[config.mk]
export PLATFORM = sky130hd
export DESIGN_NAME = spi_regfile_peripheral
export DESIGN_NICKNAME = d
export VERILOG_FILES = /design/src/rtl/spi_regfile_peripheral.sv
export SDC_FILE = /design/constraint.sdc
export NUM_CORES = 1
export LEC_CHECK = 0
export BUFFER_PORTS_ARGS = -buffer_cell sky130_fd_sc_hd__buf_2
export CAP_MARGIN = 0
export CORE_MARGIN = 4
export CORE_UTILIZATION = 55
export DETAILED_ROUTE_END_ITERATION = 6
export GPL_ROUTABILITY_DRIVEN = 0
export PLACE_DENSITY = 0.88
export REMOVE_ABC_BUFFERS = 1
export SLEW_MARGIN = 20
export SYNTH_ARGS = -nofsm -noshare
export SYNTH_HDL_FRONTEND = slang
export SYNTH_SLANG_ARGS = --single-unit
[constraint.sdc]
create_clock -name clk -period 5.6 [get_ports clk]
set_input_delay 0 -clock clk [delete_from_list [all_inputs] [get_ports clk]]
set_output_delay 0 -clock clk [all_outputs]
set_load 0.03 [all_outputs]
[src/rtl/spi_regfile_peripheral.sv]
// SPI target exposing NUM_REGS x DATA_W control registers, with writes and read-back in any SPI mode.
// Every SPI pin is oversampled in the clk domain; spi_sclk never clocks a flop.
module spi_regfile_peripheral #(
  parameter int NUM_REGS = 5,
  parameter int DATA_W   = 8,
  parameter int ADDR_W   = 7,
  parameter bit CPOL     = 1'b0,
  parameter bit CPHA     = 1'b0
) (
  input  logic                       clk,
  input  logic                       rst_n,
  input  logic                       spi_sclk,
  input  logic                       spi_cs_n,
  input  logic                       spi_mosi,
  output logic                       spi_miso,
  output logic                       spi_miso_oe,
  output logic [NUM_REGS*DATA_W-1:0] regs_out,
  output logic                       wr_stb,
  output logic [ADDR_W-1:0]          wr_addr,
  output logic                       frame_err
);
  localparam int CNT_W = $clog2(ADDR_W + DATA_W + 1);

  typedef enum logic [1:0] {IDLE, CMD, DATA, DONE} state_t;
  state_t state, state_nx;

  logic [2:0] sclk_s, cs_s;
  logic [1:0] mosi_s, settle;
  logic       armed;

  // CS syncs reset high so no false edge; 'armed' makes a CS already low at reset wait for a fresh fall
  always_ff @(posedge clk or negedge rst_n)
    if (!rst_n) begin
      sclk_s <= '0;
      cs_s   <= '1;
      mosi_s <= '0;
      settle <= '0;
      armed  <= 1'b0;
    end else begin
      sclk_s <= {sclk_s[1:0], spi_sclk};
      cs_s   <= {cs_s[1:0], spi_cs_n};
      mosi_s <= {mosi_s[0], spi_mosi};
      if (settle != 2'd3) settle <= settle + 2'd1;
      if (settle == 2'd3 && cs_s[2]) armed <= 1'b1;
    end

  logic sclk_rise, sclk_fall, lead, trail, smp, shf, cs_rise, cs_fall, mosi_b;
  assign sclk_rise   = sclk_s[1] & ~sclk_s[2];
  assign sclk_fall   = ~sclk_s[1] & sclk_s[2];
  assign lead        = CPOL ? sclk_fall : sclk_rise;
  assign trail       = CPOL ? sclk_rise : sclk_fall;
  assign smp         = CPHA ? trail : lead;
  assign shf         = CPHA ? lead : trail;
  assign cs_rise     = cs_s[1] & ~cs_s[2];
  assign cs_fall     = ~cs_s[1] & cs_s[2] & armed;
  assign mosi_b      = mosi_s[1];
  assign spi_miso_oe = ~cs_s[1];

  logic [CNT_W-1:0]                cnt;
  logic [ADDR_W:0]                 cmd_sh, cmd_nx;
  logic [DATA_W-1:0]               data_sh, data_nx, tx_sh, rd_data;
  logic [NUM_REGS-1:0][DATA_W-1:0] regs;
  logic                            rw, in_range, last_cmd, last_data, abort;

  assign cmd_nx    = {cmd_sh[ADDR_W-1:0], mosi_b};
  assign data_nx   = DATA_W'({data_sh, mosi_b});
  assign rw        = cmd_sh[ADDR_W];
  assign in_range  = {1'b0, cmd_sh[ADDR_W-1:0]} < (ADDR_W+1)'(NUM_REGS);
  assign last_cmd  = smp && (cnt == CNT_W'(ADDR_W));
  assign last_data = smp && (cnt == CNT_W'(DATA_W - 1));
  assign regs_out  = regs;

  // Read mux keyed on the address as it completes; unmapped addresses read as zero
  always_comb begin
    rd_data = '0;
    for (int k = 0; k < NUM_REGS; k++)
      if (cmd_nx[ADDR_W-1:0] == ADDR_W'(k)) rd_data = regs[k];
  end

  always_ff @(posedge clk or negedge rst_n)
    if (!rst_n) state <= IDLE;
    else        state <= state_nx;

  always_comb begin
    state_nx = state;
    abort    = 1'b0;
    case (state)
      IDLE: if (cs_fall) state_nx = CMD;
      CMD:  if (cs_rise) begin
              state_nx = IDLE;
              abort    = 1'b1;
            end else if (last_cmd) state_nx = DATA;
      DATA: if (cs_rise) begin
              state_nx = IDLE;
              abort    = 1'b1;
            end else if (last_data) state_nx = DONE;
      DONE: if (cs_rise) state_nx = IDLE;
      default: state_nx = IDLE;
    endcase
  end

  always_ff @(posedge clk or negedge rst_n)
    if (!rst_n) begin
      cnt       <= '0;
      cmd_sh    <= '0;
      data_sh   <= '0;
      tx_sh     <= '0;
      regs      <= '0;
      spi_miso  <= 1'b0;
      wr_stb    <= 1'b0;
      wr_addr   <= '0;
      frame_err <= 1'b0;
    end else begin
      wr_stb    <= 1'b0;
      frame_err <= abort;
      if (abort) spi_miso <= 1'b0;
      case (state)
        IDLE: if (cs_fall) begin
                cnt     <= '0;
                cmd_sh  <= '0;
                data_sh <= '0;
              end
        CMD:  if (!cs_rise && smp) begin
                cmd_sh <= cmd_nx;
                cnt    <= last_cmd ? '0 : cnt + 1'b1;
                if (last_cmd) tx_sh <= rd_data;
              end
        // A CS rise on the final sample beats the commit
        DATA: if (!cs_rise) begin
                if (smp) begin
                  data_sh <= data_nx;
                  cnt     <= cnt + 1'b1;
                  if (last_data) begin
                    spi_miso <= 1'b0;
                    if (rw && in_range) begin
                      for (int k = 0; k < NUM_REGS; k++)
                        if (cmd_sh[ADDR_W-1:0] == ADDR_W'(k)) regs[k] <= data_nx;
                      wr_stb  <= 1'b1;
                      wr_addr <= cmd_sh[ADDR_W-1:0];
                    end
                  end
                end else if (shf && !rw) begin
                  spi_miso <= tx_sh[DATA_W-1];
                  tx_sh    <= tx_sh << 1;
                end
              end
        default: ;
      endcase
    end
endmodule

# Yosys cells after proc, flatten, opt, wreduce, memory -nomap -nowiden
# Index checks and enable logic that the tools add are counted.
dict set report totals {
  inputBits 5
  elab_cells 125
  register_bits 90
}
dict set report classes {
  n_eq_ne 24
  n_reduce_logical 26
  addsub 2
  muxes 43
  n_lt_le_gt_ge 1
  n_bitwise 10
}
# cell n
set ops {}
lappend ops {{8-bit two-way mux} 12}
lappend ops {{6-bit AND reduction} 6}
lappend ops {{8-bit one-hot mux with 2 select lines} 2}
lappend ops {{7-bit by 2-bit equality test with 1-bit output (second input constant)} 4}
lappend ops {{4-bit two-way mux} 5}
lappend ops {{2-bit inequality test (second input constant)} 9}
lappend ops {{7-bit by 1-bit equality test with 1-bit output (second input constant)} 2}
lappend ops {{7-bit by 3-bit equality test with 1-bit output (second input constant)} 2}
lappend ops {{7-bit zero test} 2}
lappend ops {{7-bit two-way mux} 2}
lappend ops {{7-bit one-hot mux with 2 select lines} 1}
lappend ops {{1-bit two-way mux} 13}
lappend ops {{2-bit two-way mux} 6}
lappend ops {{4-bit one-hot mux with 3 select lines} 1}
lappend ops {{5-bit AND reduction} 2}
lappend ops {{2-bit one-hot mux with 4 select lines} 1}
lappend ops {{4-bit AND reduction} 2}
lappend ops {{7-bit by 3-bit < comparator with 1-bit output (second input constant)} 1}
lappend ops {{2-bit equality test (second input constant)} 3}
lappend ops {{3-bit inequality test (second input constant)} 2}
lappend ops {{2-bit nonzero test} 3}
lappend ops {{1-bit bitwise AND} 5}
lappend ops {{1-bit logical AND} 5}
lappend ops {{1-bit NOT} 5}
lappend ops {{9 further kinds} 10}

# Logic depth before layout (Yosys ltp)
# Gate-level depths: netlist of the first run.
dict set report depth {
  depth_word 9
  mapped_depth 8
  depth_no_buf 6
}

# Worst setup path before layout of the first run
# OpenSTA, ideal clock, no wires.
dict set report synth_path {
  path_type {register -> register}
  from {register cnt[0]}
  to {register regs (netlist bit regs_out[32])}
  path_stages_with_launch 7
  synth_period_minus_slack_ps 1968
  setup_ps 125
  t_required_ps 5475
  t_arrival_ps 1843
  slack_ps 3632
  cell_sequence {dfrtp_1 -> ha_1 -> and3b_2 -> nand4_4 -> or4_4 -> buf_6 -> mux2_4}
}
dict set report synth_between {
  elab_chain_len 3
}
# element line
set synth_rtl {}
lappend synth_rtl {{start: declaration} 59} ;# logic [CNT_W-1:0] cnt;
lappend synth_rtl {{start signal: assignment} 125} ;# cnt <= last_cmd ? '0 : cnt + 1'b1;
lappend synth_rtl {{start signal: assignment} 132} ;# cnt <= cnt + 1'b1;
lappend synth_rtl {{4-bit by 3-bit equality test with 1-bit output} 70} ;# assign last_data = smp && (cnt == CNT_W'(DATA_W - 1));
lappend synth_rtl {{1-bit logical AND} 70}
lappend synth_rtl {{6-bit AND reduction (no line)} n/a}
lappend synth_rtl {{end signal: indexed assignment} 137} ;# if (cmd_sh[ADDR_W-1:0] == ADDR_W'(k)) regs[k] <= data_nx;
lappend synth_rtl {{end: declaration} 62} ;# logic [NUM_REGS-1:0][DATA_W-1:0] regs;
# Every way passes these cells.
# A chain may end at the register's enable or synchronous reset.

# Final worst setup path of the first run
dict set report layout_path {
  from {register state[0]}
  to {register regs (netlist bit regs_out[13])}
}
dict set report layout_between {
  elab_chain_len 2
}
# element line
set layout_rtl {}
lappend layout_rtl {{start: declaration} 25} ;# state_t state, state_nx;
lappend layout_rtl {{start signal: assignment} 82} ;# else state <= state_nx;
lappend layout_rtl {{2-bit equality test} 117} ;# case (state)
lappend layout_rtl {{6-bit AND reduction (no line)} n/a}
# Every way passes these cells.

==> results.md, run 1 <==
- Power Density: a little over 300 nW/um^2
- Peak VDD IR: 0.232 mV
- Final wirelength: around 9100 um
- Final Power: between 1 and 1.5 mW
- Met1 wire length: slightly below 4000 um
- Worst Path Required: about 5.9 ns
- TritonCTS clock tree: yes
- RSZ-0062 raised after global routing: false
- Overflow after GRT: 0
- Filler Cell Count: between 500 and 600
- Fin crit period: roughly 2.7 ns
- Hold buffers post-CTS: 4
- Mean Syn Cell Area: about 13 um^2
- Clock Latency Late Sink: 0.37 ns
- Synth Register Bits: 90
- Crit path kind: reg -> reg
- WL per Instance: approximately 19 um
- Final hold viol count: 0
- Die span in y: roughly 95 um
- HPWL after DPL: ~6200 um
- Setup crit end kind: register
- Main synth FF type: dfrtp_1
- Startpoint types: register
- Top sig layer: met4
- Final Core Density: approximately 65%
- Max FO, Critical Path: 18
- Reg clk slew, reported paths: 0.10 ns
- Area growth, synth to finish: 13.4%
- Clock skew: 0.0157 ns
- Worst EP arrival: around 3 ns
- Routed wl met2: 4530 um
- WL met3: around 480 um
- Cell area after layout: roughly 4800 um^2
- Library cells used by synthesis: 56
- TritonCTS buffer count: 9
- Post-synthesis sequential area ratio: 53.6%
- ANT cells: 0
- Fin cells: 480
- Warnings from Yosys: 0
- Max-slew violation count: 0
- Fmax achieved: ~370 MHz
- Max cap viols: 0
- Iteration-0 DRC Markers: approximately 190
- Via count: ~2800
- Vias in the first global route: 2951
- Post-synth EDFFs: 0
- Synthesized area: between 4000 and 5000 um^2
- DIE AREA: 9110 um^2
- CTS max path bufs: 2
- Core ar.: between 7000 and 8000 um^2
- Clock Sinks: 90
- Fraction of layout cells with a size suffix above 1: about two fifths
- I/O Buffers: 55
- Total Routing Usage GR: 21.6%
- Setup Buffers After CTS: 0
- Placed cell count: between 400 and 500
- Post-CTS sizing: 0
- Post-DP Area: between 4000 and 5000 um^2
- Asr flop ratio synth: 100%
- Root buf cell: clkbuf_8
- DR DRC count: 0
- Period utilization: a little under half
- Cells after Synth: approximately 320
- DR vias/cell: around 5.9
- Largest net degree at the start of global routing: a little over 90
- Io pins: 56
- Layout Nets: around 390
- Worst slew pin tran: 0.888 ns
- Initial antenna violation count: 0
- First-pass GRT wire length: between 10000 and 15000 um
- Remaining antenna violation count: 0
- Leak: 2.31 nW
- # setup viols final: 0
- Std-Cell Rows: 31
- Die width: around 95 um
- Worst hold path type: in -> async
- H-Tree Depth: 3
- Status: finished, final reports clean
- R2R Path Start: state[0]$_DFFE_PN0P_
- Relative slew slack: 40.6%
- Initial Util: a little under three fifths
- TNS Setup: 0 ns
- First-pass iteration count of the detailed router: 4
- Critical path origin: state[0]$_DFFE_PN0P_
## synth_stat cells, types with 4 or more instances
| cell | count | area (um^2) |
|---|---|---|
| mux2_4 | 8 | 120 |
| mux4_2 | 7 | 158 |
| dfrtp_1 | 87 | 2180 |
| nand2b_1 | 4 | 25.0 |
| nor4_4 | 4 | 85.1 |
| buf_6 | 4 | 45.0 |
| and2_1 | 6 | 37.5 |
| ha_1 | 7 | 87.6 |
| nand3_1 | 24 | 120 |
| o221a_2 | 7 | 78.8 |
| mux2_2 | 38 | 428 |
| mux2i_1 | 15 | 150 |
| nand2_1 | 18 | 67.6 |
| inv_1 | 19 | 71.3 |
| nor2_1 | 5 | 18.8 |
| o21ai_0 | 4 | 20.0 |
| clkbuf_1 | 5 | 18.8 |
## placed cells by master (no fill, tap or decap), types with 2 or more instances in the layout
master / count
inv_1: 19
o221a_2: 7
nor2_1: 5
a31oi_1: 2
nand4_1: 2
dfstp_2: 3
mux2i_1: 15
clkbuf_8: 9
o21ai_0: 4
nor3b_1: 2
nor2b_1: 3
and2_1: 6
inv_6: 4
nand3b_1: 2
buf_2: 54
and2b_2: 2
nor4_4: 4
or3_1: 2
nand2b_1: 4
nand3_1: 24
nor3_1: 3
nand2_1: 18
a21oi_1: 2
ha_1: 7
mux2_4: 8
dfrtp_1: 87
dlygate4sd3_1: 4
mux4_2: 7
mux2_2: 38
a21oi_2: 2
## area by class of cell
cell class	instances	area, um^2	area share (%)
timing repair buffer	60	329	6.90
clock buffer	9	124	2.60
inverter	19	71.3	1.50
tap	99	124	2.60
multi-input combinational	196	1800	37.7
sequential	90	2260	47.3
clock inverter	7	67.6	1.42
## report_power, final
| part | internal, mW | total [mW] | switching, mW |
|---|---|---|---|
| registers | 0.676 | 0.729 | 0.0534 |
| logic | 0.111 | 0.303 | 0.193 |
| clock network | 0.174 | 0.434 | 0.261 |
## worst max-delay path: stages (launching register included)
cell and delay (ns):
dfrtp_1 0.44, inv_1 0.10, ha_1 0.56, nand4_4 0.33, nor4_4 0.72, mux2_2 0.42
## flip-flops by register name, summed over array words and instances, names as in the netlist
| name | cells |
|---|---|
| cmd_sh | 8 |
| wr_addr | 7 |
| armed | 1 |
| frame_err | 1 |
| cs_s | 3 |
| sclk_s | 3 |
| mosi_s | 2 |
| tx_sh | 8 |
| regs_out | 40 |
| wr_stb | 1 |
| state | 2 |
| cnt | 4 |
| settle | 2 |
| spi_miso | 1 |
| data_sh | 7 |
## path summary, 6_finish.rpt
check / end / slack, ns / cells past startpoint
max: regs_out[13]$_DFFE_PN0P_ / 2.92 / 5
min: tx_sh[6]$_DFFE_PN0P_ / 0.25 / 2
max reg2reg: regs_out[13]$_DFFE_PN0P_ / 2.92 / 5
min reg2reg: mosi_s[1]$_DFF_PN0_ / 0.36 / 0
max in group asynchronous: data_sh[5]$_DFFE_PN0P_ / 4.80 / 2
min in group clk: mosi_s[0]$_DFF_PN0_ / 0.27 / 2
## stage by stage
step / setup slack (ns) / hold slack, ns
after floorplan: 3.42 / -0.296
final: 2.92 / 0.251
after detailed placement: 2.96 / 0.109
after CTS: 2.95 / 0.248
after global placement: 3.07 / 0.107
after global routing: 2.81 / 0.270
## cells by family (layout without fill, tap and decap cells)
kind of cell / after synthesis / count (layout) / share of synthesized area (%)
buffers and inverters: 31 / 95 / 3.78
adder cells (fa/ha/maj): 7 / 7 / 2.08
flip-flops: 90 / 90 / 53.6
AO/OA/AOI/OAI: 31 / 31 / 6.22
XOR/XNOR: 1 / 1 / 0.208
AND/OR/NAND/NOR: 89 / 89 / 13.7
multiplexers: 68 / 68 / 20.3
## metal layers
metal | vias up | GRT usage, %
li1 | 1271 | -
met1 | 1455 | 27.7
met2 | 93 | 34.8
met3 | 14 | 7.50
met4 | 0 | 6.52
met5 | - | 0
Note: power is estimated with default switching activity, not from simulation.
==> inputs of run 2 (changes only) <==
- clock period: 5.6 -> 2.6 ns (I/O delays scaled with it)
==> run 2 against run 1 <==
Clock skew shrank 0.00076 ns. First-iteration DRC count shrank 3.7%. Clock power grew 93%. Worst setup slack lost 2.7 ns. Final area grew 0.94%. Sequential power grew 110%. Combinational power grew 130%. Global-route usage grew 0.056 points. Critical endpoint is now regs_out[4]$_DFFE_PN0P_. Largest cell class unchanged.
==> results.md, run 2 (synthesis results as in run 1) <==
- Clock Latency Late Sink: 0.35 ns (was 0.37 ns)
- Fmax achieved: 417 MHz (was 373 MHz)
- Buf/Inv on CP: 1 (unchanged)
- Met1 wire length: 3720 um (was 3940 um)
- Post-place setup slack: 0.249 ns (was 2.96 ns)
- I/O Buffers: 55 (unchanged)
- Critical path's largest stage delay: 0.76 ns (was 0.72 ns)
- Switch share: 32.5% (was 34.5%)
- Startpoint types: register (unchanged)
- TritonCTS buffer count: 9 (unchanged)
- Endpoint of the worst register-to-register path: regs_out[4]$_DFFE_PN0P_ (was regs_out[13]$_DFFE_PN0P_)
- Reg clk slew, reported paths: 0.09 ns (was 0.10 ns)
- Clock skew: 0.0149 ns (was 0.0157 ns)
- Final hold viol count: 0 (unchanged)
- Final wirelength: 9080 um (about the same)
- R2R depth: 4 (was 5)
- Period utilization: 92.3% (was 47.9%)
- Area growth, synth to finish: 14.5% (was 13.4%)
- Switching Power: 0.997 mW (was 0.507 mW)
- # setup viols final: 0 (unchanged)
- Total Routing Usage GR: 21.7% (was 21.6%)
- DR vias/cell: 5.96 (was 5.90)
- WL per Instance: 18.7 um (was 18.9 um)
- Clock Sinks: 90 (unchanged)
- Post-CTS sizing: 0 (unchanged)
- DIE AREA: 9110 um^2 (unchanged)
- TNS Setup: 0 ns (unchanged)
- Std-Cell Rows: 31 (unchanged)
- Initial antenna violation count: 0 (unchanged)
- Remaining antenna violation count: 0 (unchanged)
- Top sig layer: met4 (unchanged)
- Root buf cell: clkbuf_8 (unchanged)
- Clock power frac: 27.3% (was 29.6%)
- WL met3: 652 um (was 484 um)
- ANT cells: 0 (unchanged)
- Initial Util: 57.4% (unchanged)
- Cell area after layout: 4810 um^2 (was 4770 um^2)
- TritonCTS clock tree: yes (unchanged)
- Peak VDD IR: 0.439 mV (was 0.232 mV)
- Crit path kind: reg -> reg (unchanged)
- Family with the most delay on the worst path: simple AND/OR/NAND/NOR gates (unchanged)
- Worst Path Required: 2.83 ns (was 5.86 ns)
- Iteration-0 DRC Markers: 180 (was 187)
- R2R Path Start: cmd_sh[1]$_DFFE_PN0P_ (was state[0]$_DFFE_PN0P_)
- Max-slew violation count: 0 (unchanged)
- Relative slew slack: 46.3% (was 40.6%)
- Final Core Density: 65.7% (was 65.1%)
- Leak: 2.34 nW (was 2.31 nW)
- Via count: 2897 (was 2833)
- Largest register FFs: 40 (unchanged)
- Worst hold path type: in -> async (unchanged)
- CP max-delay cell: nor4_4 (unchanged)
- Worst slew pin tran: 0.799 ns (was 0.888 ns)
- Setup crit end kind: register (unchanged)
- Post-route worst setup slack: 0.201 ns (was 2.92 ns)
- Routed wl met2: 4500 um (was 4530 um)
- CTS max path bufs: 2 (unchanged)
- Max cap viols: 0 (unchanged)
- HPWL after DPL: 6260 um (was 6220 um)
- Overflow after GRT: 0 (unchanged)
- First-pass iteration count of the detailed router: 4 (unchanged)
- Worst EP arrival: 2.63 ns (was 2.94 ns)
- Sequential power share: 50.3% (was 49.7%)
- First-pass GRT wire length: 15000 um (was 14900 um)
- Int Power: 2.07 mW (was 0.960 mW)
- H-Tree Depth: 3 (unchanged)
- Crit. path cell count: 4 (was 5)
- Leading cell type in the layout, fill and taps excluded: dfrtp_1 (unchanged)
- Largest net degree at the start of global routing: 62 (was 91)
- RSZ-0062 raised after global routing: false (unchanged)
- Fraction of layout cells with a size suffix above 1: 40.8% (was 39.9%)
- Cell breakdown of the critical path: inv_1 > nand2_1 > nor4_4 > mux2_2 (was inv_1 > ha_1 > nand4_4 > nor4_4 > mux2_2)
- Vias in the first global route: 2982 (was 2951)
- R2r setup slk: 0.20 ns (was 2.92 ns)
- Post-DP Area: 4610 um^2 (was 4530 um^2)
- Fin crit period: 2.40 ns (was 2.68 ns)
- Die width: 95.5 um (unchanged)
- Io pins: 56 (unchanged)
- Status: finished, final reports clean (unchanged)
- Max FO, Critical Path: 11 (was 18)
- Layout Nets: 396 (was 388)
- Fin Hold WS: 0.272 ns (was 0.251 ns)
- Commonest non-fill, non-tap cells in the layout: dfrtp_1 (87), buf_2 (54), mux2_2 (38), nand3_1 (24), inv_1 (19) (unchanged)
- Combinational Power Share: 22.4% (was 20.7%)
- DR DRC count: 0 (unchanged)
- Core ar.: 7330 um^2 (unchanged)
- Die span in y: 95.5 um (unchanged)
- Power Density: 637 nW/um^2 (was 308 nW/um^2)
==> run 2: power groups by stage <==
stage,Clock (mW),Combinational [mW],Sequential [mW]
after floorplan,0,0.453,1.57
after global placement,0,0.650,1.56
after detailed placement,0,0.670,1.57
after CTS,0.854,0.680,1.54
after global routing,0.903,0.745,1.55
final,0.839,0.686,1.54
==> run 2: layout make-up <==
class                           count  area [um^2]
Tap cell                           99          124
Inverter                           19         71.3
Sequential cell                    90         2260
Clock inverter                      4         30.0
Timing Repair Buffer               68          398
Multi-Input combinational cell    196         1800
Fill cell                         534         2520
Clock buffer                       10          138
==> run 2: worst max path at each step <==
stage | start | end | slack [ns]
4_1_cts | cmd_sh[1]$_DFFE_PN0P_ | regs_out[3]$_DFFE_PN0P_ | 0.22
6_report | cmd_sh[1]$_DFFE_PN0P_ | regs_out[4]$_DFFE_PN0P_ | 0.20
3_3_place_gp | cmd_sh[1]$_DFFE_PN0P_ | regs_out[2]$_DFFE_PN0P_ | 0.34
2_1_floorplan | state[0]$_DFFE_PN0P_ | regs_out[32]$_DFFE_PN0P_ | 0.42
5_1_grt | state[1]$_DFFE_PN0P_ | tx_sh[4]$_DFFE_PN0P_ | 0.06
3_5_place_dp | cmd_sh[1]$_DFFE_PN0P_ | regs_out[7]$_DFFE_PN0P_ | 0.25
==> run 2: what timing repair did <==
| action | in CTS | in global routing |
|---|---|---|
| hold buffers | 4 | 0 |
| endpoints found under the hold margin | 60 | 0 |
| buffers inserted | 0 | 0 |
| endpoints found under the setup margin | 0 | 0 |
==> run 2: worst register-to-register path, stage by stage, from the launching register on <==
cell	delay [ns]
dfrtp_1	0.50
inv_1	0.38
nand2_1	0.23
nor4_4	0.76
mux2_2	0.42
==> run 2: routing by layer <==
metal  GRT usage (%)  vias up
met5               0        -
met1            27.5     1460
met2            35.8      136
li1                -     1284
met4            8.06        0
met3            5.68       17
==> run 2: stage by stage <==
step	power, mW	std cells
4_1_cts	3.08	486
2_1_floorplan	2.02	305
3_5_place_dp	2.24	468
3_3_place_gp	2.21	468
6_report	3.07	486
5_1_grt	3.20	486
==> inputs of run 3 (changes only) <==
- RECOVER_POWER: unset -> 50
- REMOVE_ABC_BUFFERS: 1 -> unset
==> run 3 against run 2 <==
Clock skew shrank 0.0071 ns. Global-route usage shrank 0.38 points. The run now ends with max-capacitance violations, max-slew violations left. First-iteration DRC count grew 28%. Sequential cell count is the same. Count of clock-buffer cells in the layout grew 1. Worst hold slack gained 0.0065 ns. Cell count grew 0.21%. Via count shrank 2.8%. Clock power grew 28%. Sequential power is essentially flat. Fmax grew 1.1%. Largest power group unchanged.
==> results.md, run 3 (synthesis results as in run 1) <==
- Initial Util: 57.4% (unchanged)
- Post-CTS sizing: 0 (unchanged)
- Remaining antenna violation count: 0 (unchanged)
- Mapped Nets: roughly 330
- Switching Power: 1.02 mW (was 0.997 mW)
- Worst EP arrival: 2.62 ns (was 2.63 ns)
- CP Capture Point: regs_out[4]$_DFFE_PN0P_ (unchanged)
- Via count: 2817 (was 2897)
- Overflow after GRT: 0 (unchanged)
- Worst hold path type: in -> reg (was in -> async)
- Layout Nets: 395 (was 396)
- Crit path kind: reg -> reg (unchanged)
- TNS Setup: 0 ns (unchanged)
- Clock power frac: 32.5% (was 27.3%)
- Leading cell type in the layout, fill and taps excluded: dfrtp_1 (unchanged)
- Clock Latency Late Sink: 0.36 ns (was 0.35 ns)
- Fraction of layout cells with a size suffix above 1: 36.6% (was 40.8%)
- First-pass GRT wire length: 14600 um (was 15000 um)
- TritonCTS buffer count: 9 (unchanged)
- Io pins: 56 (unchanged)
- Largest register FFs: 40 (unchanged)
- Fin cells: 487 (was 486)
- Commonest non-fill, non-tap cells in the layout: dfrtp_1 (87), buf_2 (39), mux2_2 (38), nand3_1 (24), inv_1 (19) (was dfrtp_1 (87), buf_2 (54), mux2_2 (38), nand3_1 (24), inv_1 (19))
- DIE AREA: 9110 um^2 (unchanged)
- CTS max path bufs: 2 (unchanged)
- Fmax achieved: 422 MHz (was 417 MHz)
- Worst slew pin tran: 2.11 ns (was 0.799 ns)
- Largest net degree at the start of global routing: 91 (was 62)
- Clock Sinks: 90 (unchanged)
- R2R depth: 4 (unchanged)
- Area growth, synth to finish: 14.9% (was 14.5%)
- Cell breakdown of the critical path: inv_1 > nand2_1 > nor4_4 > mux2_2 (unchanged)
- HPWL after DPL: 6090 um (was 6260 um)
- Combinational Power Share: 20.8% (was 22.4%)
- CP max-delay cell: nor4_4 (unchanged)
- Leak: 2.29 nW (was 2.34 nW)
- Hold buffers post-CTS: 4 (unchanged)
- Status: complete, but fails checks (was finished, final reports clean)
- Sequential power share: 46.7% (was 50.3%)
- Int Power: 2.28 mW (was 2.07 mW)
- Final hold viol count: 0 (unchanged)
- RSZ-0062 raised after global routing: false (unchanged)
- Std-Cell Rows: 31 (unchanged)
- Max-slew violation count: 91 (was 0)
- Critical path origin: cmd_sh[1]$_DFFE_PN0P_ (unchanged)
- Peak VDD IR: 0.506 mV (was 0.439 mV)
- Startpoint types: register (unchanged)
- Worst Path Required: 2.85 ns (was 2.83 ns)
- Power Density: 682 nW/um^2 (was 637 nW/um^2)
- Core ar.: 7330 um^2 (unchanged)
- First-pass iteration count of the detailed router: 4 (unchanged)
- Max FO, Critical Path: 11 (unchanged)
- Reg clk slew, reported paths: 0.09 ns (about the same)
- Switch share: 30.9% (was 32.5%)
- Initial antenna violation count: 0 (unchanged)
- DR vias/cell: 5.78 (was 5.96)
- TritonCTS clock tree: yes (unchanged)
- Vias in the first global route: 2946 (was 2982)
- Post-DP Area: 4590 um^2 (was 4610 um^2)
- Root buf cell: clkbuf_8 (unchanged)
- Failing checks: max-capacitance violations, max-slew violations
- Endpoint of the worst register-to-register path: regs_out[4]$_DFFE_PN0P_ (unchanged)
- Setup crit end kind: register (unchanged)
- Critical path's largest stage delay: 0.76 ns (about the same)
- Filler Cell Count: 529 (was 534)
- Total Routing Usage GR: 21.3% (was 21.7%)
- Seq. cell area: 2260 um^2 (unchanged)
- DR DRC count: 0 (unchanged)
- WL per Instance: 18.1 um (was 18.7 um)
- H-Tree Depth: 3 (unchanged)
- Clock skew: 0.00776 ns (was 0.0149 ns)
- Iteration-0 DRC Markers: 230 (was 180)
- ANT cells: 0 (unchanged)
- Die width: 95.5 um (unchanged)
- R2r setup slk: 0.23 ns (was 0.20 ns)
- Max cap viols: 1 (was 0)
- Relative slew slack: -40.5% (was 46.3%)
- I/O Buffers: 55 (unchanged)
- Final wirelength: 8790 um (was 9080 um)
- Cell area after layout: 4830 um^2 (was 4810 um^2)
- Setup Buffers After CTS: 0 (unchanged)
- # setup viols final: 0 (unchanged)
- Placed cell count: 467 (was 468)
- Period utilization: 91.2% (was 92.3%)
- R2R Path Start: cmd_sh[1]$_DFFE_PN0P_ (unchanged)
- Multi-input gate area: 1800 um^2 (unchanged)
- Die span in y: 95.5 um (unchanged)
- Fin crit period: 2.37 ns (was 2.40 ns)
==> run 3: changes by cell type in the layout (fill, tap and decap cells not counted), sizes merged <==
cell | previous run | this run
clkinv | 3 | 0
bufinv | 0 | 2
buf | 64 | 47
clkbuf | 10 | 27
inv | 19 | 21
==> run 3: worst min path at each step <==
stage / from / end / slack [ns] / depth (start not counted)
final: spi_mosi / mosi_s[0]$_DFF_PN0_ / 0.28 / 2
after global routing: spi_sclk / sclk_s[0]$_DFF_PN0_ / 0.28 / 2
after CTS: spi_mosi / mosi_s[0]$_DFF_PN0_ / 0.25 / 2
after detailed placement: spi_mosi / mosi_s[0]$_DFF_PN0_ / 0.11 / 1
after global placement: spi_cs_n / cs_s[0]$_DFF_PN1_ / 0.11 / 1
after floorplan: rst_n / armed$_DFFE_PN0P_ / -0.30 / 0
==> run 3: routing by layer <==
layer  vias to the layer above  wire, um  global-route usage (%)
li1                       1292         -                       -
met5                         -         0                       0
met1                      1428      3840                    28.1
met2                        82      4350                    33.6
met3                        15       419                    4.89
met4                         0       189                    9.60
==> run 3: power groups by stage <==
stage	Sequential (mW)	Combinational, mW	Clock, mW
6_report	1.54	0.686	1.07
2_1_floorplan	1.53	0.535	0
5_1_grt	1.55	0.742	1.16
4_1_cts	1.54	0.682	1.09
3_5_place_dp	1.57	0.672	0
3_3_place_gp	1.56	0.653	0
==> run 3: layout make-up <==
type / count / area share (%)
repair buffers: 67 / 7.38
clock buffers: 11 / 2.93
inverters: 19 / 1.48
well taps: 99 / 2.56
flip-flops and latches: 90 / 46.7
clock inverters: 5 / 1.76
multi-input cells: 196 / 37.2
==> run 3: critical path: cells and delay by family (launching register included) <==
kind	cells	cell delay, ns
buffers and inverters	1	0.36
DFF	1	0.49
muxes	1	0.42
and+or+nand+nor	2	1.00
==> run 3: per-stage QoR <==
| step | power [mW] | setup slack, ns | utilization, % | hold slack, ns |
|---|---|---|---|---|
| 6_report | 3.30 | 0.228 | 65.9 | 0.278 |
| 5_1_grt | 3.45 | 0.0349 | 65.9 | 0.275 |
| 4_1_cts | 3.31 | 0.241 | 66.2 | 0.249 |
| 3_5_place_dp | 2.24 | 0.263 | 62.6 | 0.110 |
| 3_3_place_gp | 2.22 | 0.304 | 62.6 | 0.107 |
| 2_1_floorplan | 2.06 | 0.632 | - | -0.296 |
